**src/rtl/fill_word_expander.sv**
```systemverilog
// Expands compact fill tokens (zero / one / literal / repeat-last, with a repeat count)
// into a stream of full-width words, with valid/ready on both the token and word sides.
module fill_word_expander #(
    parameter int unsigned WIDTH = 32,
    parameter int unsigned CNT_W = 8
) (
    input  logic             clk,
    input  logic             rst_n,
    input  logic             in_valid,
    output logic             in_ready,
    input  logic [1:0]       in_code,
    input  logic [CNT_W-1:0] in_count,
    input  logic [WIDTH-1:0] in_data,
    output logic             out_valid,
    input  logic             out_ready,
    output logic [WIDTH-1:0] out_data,
    output logic             out_last,
    output logic             busy
);

    typedef enum logic {
        IDLE   = 1'b0,
        EXPAND = 1'b1
    } state_t;

    state_t             state;
    logic [CNT_W-1:0]   remaining;
    logic [WIDTH-1:0]   last_word;
    logic [WIDTH-1:0]   prev_word;
    logic [WIDTH-1:0]   new_word;
    logic               final_word;
    logic               out_fire;
    logic               in_fire;

    assign final_word = (state == EXPAND) && (remaining == '0);
    assign out_fire   = out_valid && out_ready;
    assign in_ready   = (state == IDLE) || (final_word && out_ready);
    assign in_fire    = in_valid && in_ready;

    // A word retiring in the same cycle as the accept counts as the last emitted word.
    always_comb begin
        prev_word = out_fire ? out_data : last_word;
        new_word  = prev_word;
        case (in_code)
            2'b00:   new_word = {WIDTH{1'b0}};
            2'b01:   new_word = {WIDTH{1'b1}};
            2'b10:   new_word = in_data;
            default: new_word = prev_word;
        endcase
    end

    always_ff @(posedge clk or negedge rst_n) begin
        if (!rst_n) begin
            state     <= IDLE;
            remaining <= '0;
            last_word <= '0;
            out_valid <= 1'b0;
            out_data  <= '0;
            out_last  <= 1'b0;
            busy      <= 1'b0;
        end else begin
            if (out_fire) begin
                last_word <= out_data;
            end
            if (in_fire) begin
                state     <= EXPAND;
                remaining <= in_count;
                out_data  <= new_word;
                out_valid <= 1'b1;
                out_last  <= (in_count == '0);
                busy      <= 1'b1;
            end else if (out_fire) begin
                if (remaining != '0) begin
                    remaining <= remaining - CNT_W'(1);
                    out_last  <= (remaining == CNT_W'(1));
                end else begin
                    // Final word retired with no follow-on token: drop back to idle.
                    state     <= IDLE;
                    out_valid <= 1'b0;
                    out_last  <= 1'b0;
                    busy      <= 1'b0;
                end
            end
        end
    end

endmodule

```
**config.mk**
```make
export PLATFORM = sky130hd
export DESIGN_NAME = fill_word_expander
export DESIGN_NICKNAME = d
export VERILOG_FILES = /design/src/rtl/fill_word_expander.sv
export SDC_FILE = /design/constraint.sdc
export NUM_CORES = 1
export LEC_CHECK = 0
export CAP_MARGIN = 20
export CORE_MARGIN = 8
export CORE_UTILIZATION = 39
export CTS_BUF_LIST = sky130_fd_sc_hd__clkbuf_2 sky130_fd_sc_hd__clkbuf_4 sky130_fd_sc_hd__clkbuf_8
export CTS_CLUSTER_SIZE = 40
export DETAILED_ROUTE_END_ITERATION = 10
export GPL_ROUTABILITY_DRIVEN = 0
export GPL_TIMING_DRIVEN = 0
export PLACE_DENSITY = 0.72
export SYNTH_ARGS = -nofsm -noshare
export SYNTH_HDL_FRONTEND = slang
export SYNTH_SLANG_ARGS = --single-unit
```
**constraint.sdc**
```tcl
create_clock -name clk -period 2.08 [get_ports clk]
set_clock_uncertainty 0.05 [all_clocks]
set_input_delay 0.208 -clock clk [delete_from_list [all_inputs] [get_ports clk]]
set_output_delay 0.208 -clock clk [all_outputs]
set_load 0.01 [all_outputs]
```
==> results.md <==
- The total non-filler cell area in the finished layout is 0.00494 sq mm.
- The share of total power dissipated in the clock network is 0.179.
- The area growth from synthesis to layout is 40.8%.
- Along the worst path, the maximum fanout reaches 4.
- The signal arrival time at the worst endpoint is 1.85 ns.
- In this run the deepest clock path goes through 2 buffers.
- Of the cells placed in the final design, the portion with a size suffix greater than 1 is 0.249.
- The number of antenna violations at the first check in global routing is 0.
- Clock tree synthesis found a total of 74 sinks.
- The first global-routing pass estimated 16200 microns of wire.
- The setup TNS is -0.0280 ns.
- For this configuration, the core starts out at a cell density of 0.402.
- The end of the worst register-to-register path is out_data[30].
- In this run the core area contains 34 standard-cell rows.
- The post-synthesis instance total is 322.
- The port buffer count is 79.
- For this run, the register share of the synthesized area comes to 0.528.
- The clock reaches the later pin of the worst-skew pair after 0.34 ns.
- The share of total power dissipated in combinational logic is 0.414.
- The flow ran to the end, but the final reports show violations.
- The remaining global-route overflow is 0.
- For the worst setup path, the data required time is 1.82 ns.
- The pin count of the biggest net entering global routing is 75.
- The highest clock rate is 475 MHz.
- In this run the count of I/O pins placed on the die edge is 82.
- In the synthesized netlist the dominant register cell turns out to be dfrtp_1.
- Setup repair after global routing could not meet its margin everywhere.
- STA classifies the critical path endpoint as a primary output.
- The sequential fraction of design power is 0.407.
- The post-synthesis average cell area is 10.9 sq um.
- The root buffer selected by CTS is clkbuf_8.
- At the pin with the least slew margin, the transition time is 0.936 ns.
- The start point of the worst hold path is in_code[0].
- After detailed routing, the average wire length per cell comes to 18.7 microns.
- The worst pin sits at a relative slew slack of 0.376.
- For the finished layout, the period the worst path requires is 2.10 ns.
- The fraction of synthesis flops using an asynchronous set or reset pin is 1.00.
- The clock tree synthesis step divided the H-tree into 3 levels.
- The destination of the worst hold path is out_data[25].
- The number of nets with antenna violations after routing is 0.
- The overall power after layout is 6.18 mW.
- The largest vdd supply drop is 0.719 mV.
- The checks that failed: negative setup slack.
- The number of remaining DRC errors is 0.
- The most frequent standard cell in the layout excluding fill and tap cells is clkdlybuf4s50_1.
- In this run the power spent charging and discharging nets is 2.05 mW.
- The post-synthesis instance area is 0.00351 sq mm.
- Summed over all cells, the static leakage comes to 2.17 nW.
- The total power density per cell area is 1250 mW/mm^2.
- The beginning of the worst register-to-register path is remaining[1].
- The number of antenna cells inserted is 0.
- The count of final setup violators is 2.
- The count of cell types in the netlist is 40.
- The minimum setup slack in the final design is -0.0243 ns.
- The number of pins exceeding their max-slew limit in the final report is 0.
- The number of cell instances on the worst register-to-register path is 8.
- The tool flagged a number of max-cap violations equal to 0.
- During synthesis, Yosys emitted a total of 0 warnings.
- In the layout the commonest cells are clkdlybuf4s50_1 (77), dfrtp_1 (72), o21ai_1 (50).
- The startpoint kind of the worst setup timing path is a flop.
- Of the total power, the share spent switching nets is 0.331.
- After detailed placement, the total cell area comes to 0.00443 sq mm.
- Across every metal layer, demand over resource in global routing totals 0.159.
- After the first detailed-routing iteration, the DRC count stood at 101.
- TritonCTS built the clock tree.
- The number of nets produced by synthesis is 371.
- Using the TritonRoute via totals, the vias-per-cell ratio works out to 5.52.
- The via count of the first global-routing pass was 3176.
- The detailed-router iteration count before antenna repair is 4.
- The HPWL after detailed placement is 6650 microns.
- The cell-internal power is 4.14 mW.
- The part of the cycle the worst path needs is 1.01.
- After filler insertion, the fill cell instance count of the layout stands at 760.
- After clock tree synthesis, the clock-pin slew on the worst setup and hold paths is 0.08 ns.
- The routed wire length is 10200 microns.
- In this run, synthesis inferred 0 flip-flops with an integrated enable.
- The worst hold path passes through 4 cells.
- The critical path in this run is classified as flop to primary output.
- The final-report hold violation count came to 0.
- The synthesized flop and latch total is 74.
- The tightest min-delay check is of the input pin to flop type.
- The total CTS buffers is 9.
- The worst setup slack before clock tree synthesis is -0.489 ns.
- The region available for standard cell placement spans 0.00872 sq mm.
- The minimum setup slack among reg-to-reg paths is 0 ns.
- Summing over every cut layer, the via total after detailed routing is 3011.
- The die height is 111 microns.
- The width of the die is 111 microns.
- The total number of nets in the final design is 481.
- The overall die area is 0.0123 sq mm.
==> how the worst max path moves through the flow <==
stage                             from      endpoint  slack, ns  depth (start not counted)
after detailed placement     out_ready  out_data[30]      -0.49                          7
after global routing      remaining[1]      in_ready      -0.07                          6
final                     remaining[1]      in_ready      -0.02                          6
after CTS                 remaining[1]      in_ready      -0.03                          6
after global placement           rst_n  remaining[7]      -1.69                          1
after floorplan           remaining[0]  remaining[2]      -0.08                          8
==> metrics by stage <==
stage	util	hold slack, ns	std cells
floorplan	-	-0.138	322
global placement	0.509	0.423	509
detailed placement	0.508	0.357	509
CTS	0.549	0.319	537
global route	0.566	0.363	545
finish	0.566	0.328	545
==> metal layers <==
metal,track usage,up-vias,part of all wire
met4,0.0676,0,0.014
met2,0.248,106,0.48
met5,0,-,0
met1,0.201,1502,0.45
li1,-,1389,-
met3,0.0455,14,0.056
==> timing repair <==
| item | 4_1_cts | 5_1_grt |
|---|---|---|
| setup endpoints to repair | 40 | 40 |
| gates cloned | 0 | 1 |
| endpoints found under the hold margin | 74 | 0 |
| hold buffers | 1 | 0 |
| pin swaps | 2 | 1 |
| buffers inserted | 11 | 7 |
| resized for setup | 25 | 57 |
==> registers in the layout, indices dropped and copies added (netlist names) <==
name	count
state	1
out_data	32
remaining	8
out_last	1
last_word	32
==> synth_stat cells, drive strengths merged (3+ instances only) <==
library cell | n | area (sq um)
o21ai | 96 | 480
dfrtp | 74 | 1850
mux2 | 34 | 390
a21o | 32 | 240
clkbuf | 20 | 75.1
inv | 7 | 31.3
nand2 | 7 | 33.8
buf | 6 | 51.3
nand3 | 4 | 20.0
nor2 | 4 | 15.0
a31oi | 3 | 18.8
ha | 3 | 37.5
nor3 | 3 | 15.0
nor4 | 3 | 18.8
==> area by class of cell <==
class	instances	area, sq um	share of cell area
buffer	26	174	0.0352
clock buffer	11	139	0.0281
clock inverter	5	55.1	0.0112
inverter	7	31.3	0.00634
multi-input combinational	215	1590	0.322
sequential	74	1850	0.376
tap	108	135	0.0274
timing repair buffer	99	960	0.194
==> power by group through the flow <==
stage	registers [mW]	clock network, mW	logic, mW
floorplan	2.56	0	1.03
global placement	2.49	0	2.06
detailed placement	2.53	0	2.13
CTS	2.49	1.13	2.35
global route	2.60	1.18	2.78
finish	2.52	1.11	2.56
==> logic make-up after synthesis <==
kind of cell,count (synthesis),share of synthesized area
compound gates,143,0.241
simple gates,31,0.0528
buf+inv,33,0.0450
flops,74,0.528
fa+ha+maj,3,0.0107
xor+xnor,2,0.00500
mux,36,0.117
==> critical path, stage by stage, from the launching register on <==
cell and delay (ns):
dfrtp_1 0.40, inv_2 0.09, ha_4 0.14, or3b_4 0.38, o31a_4 0.31, inv_6 0.08
buf_6 0.10
Note: power is estimated with default switching activity, not from simulation.
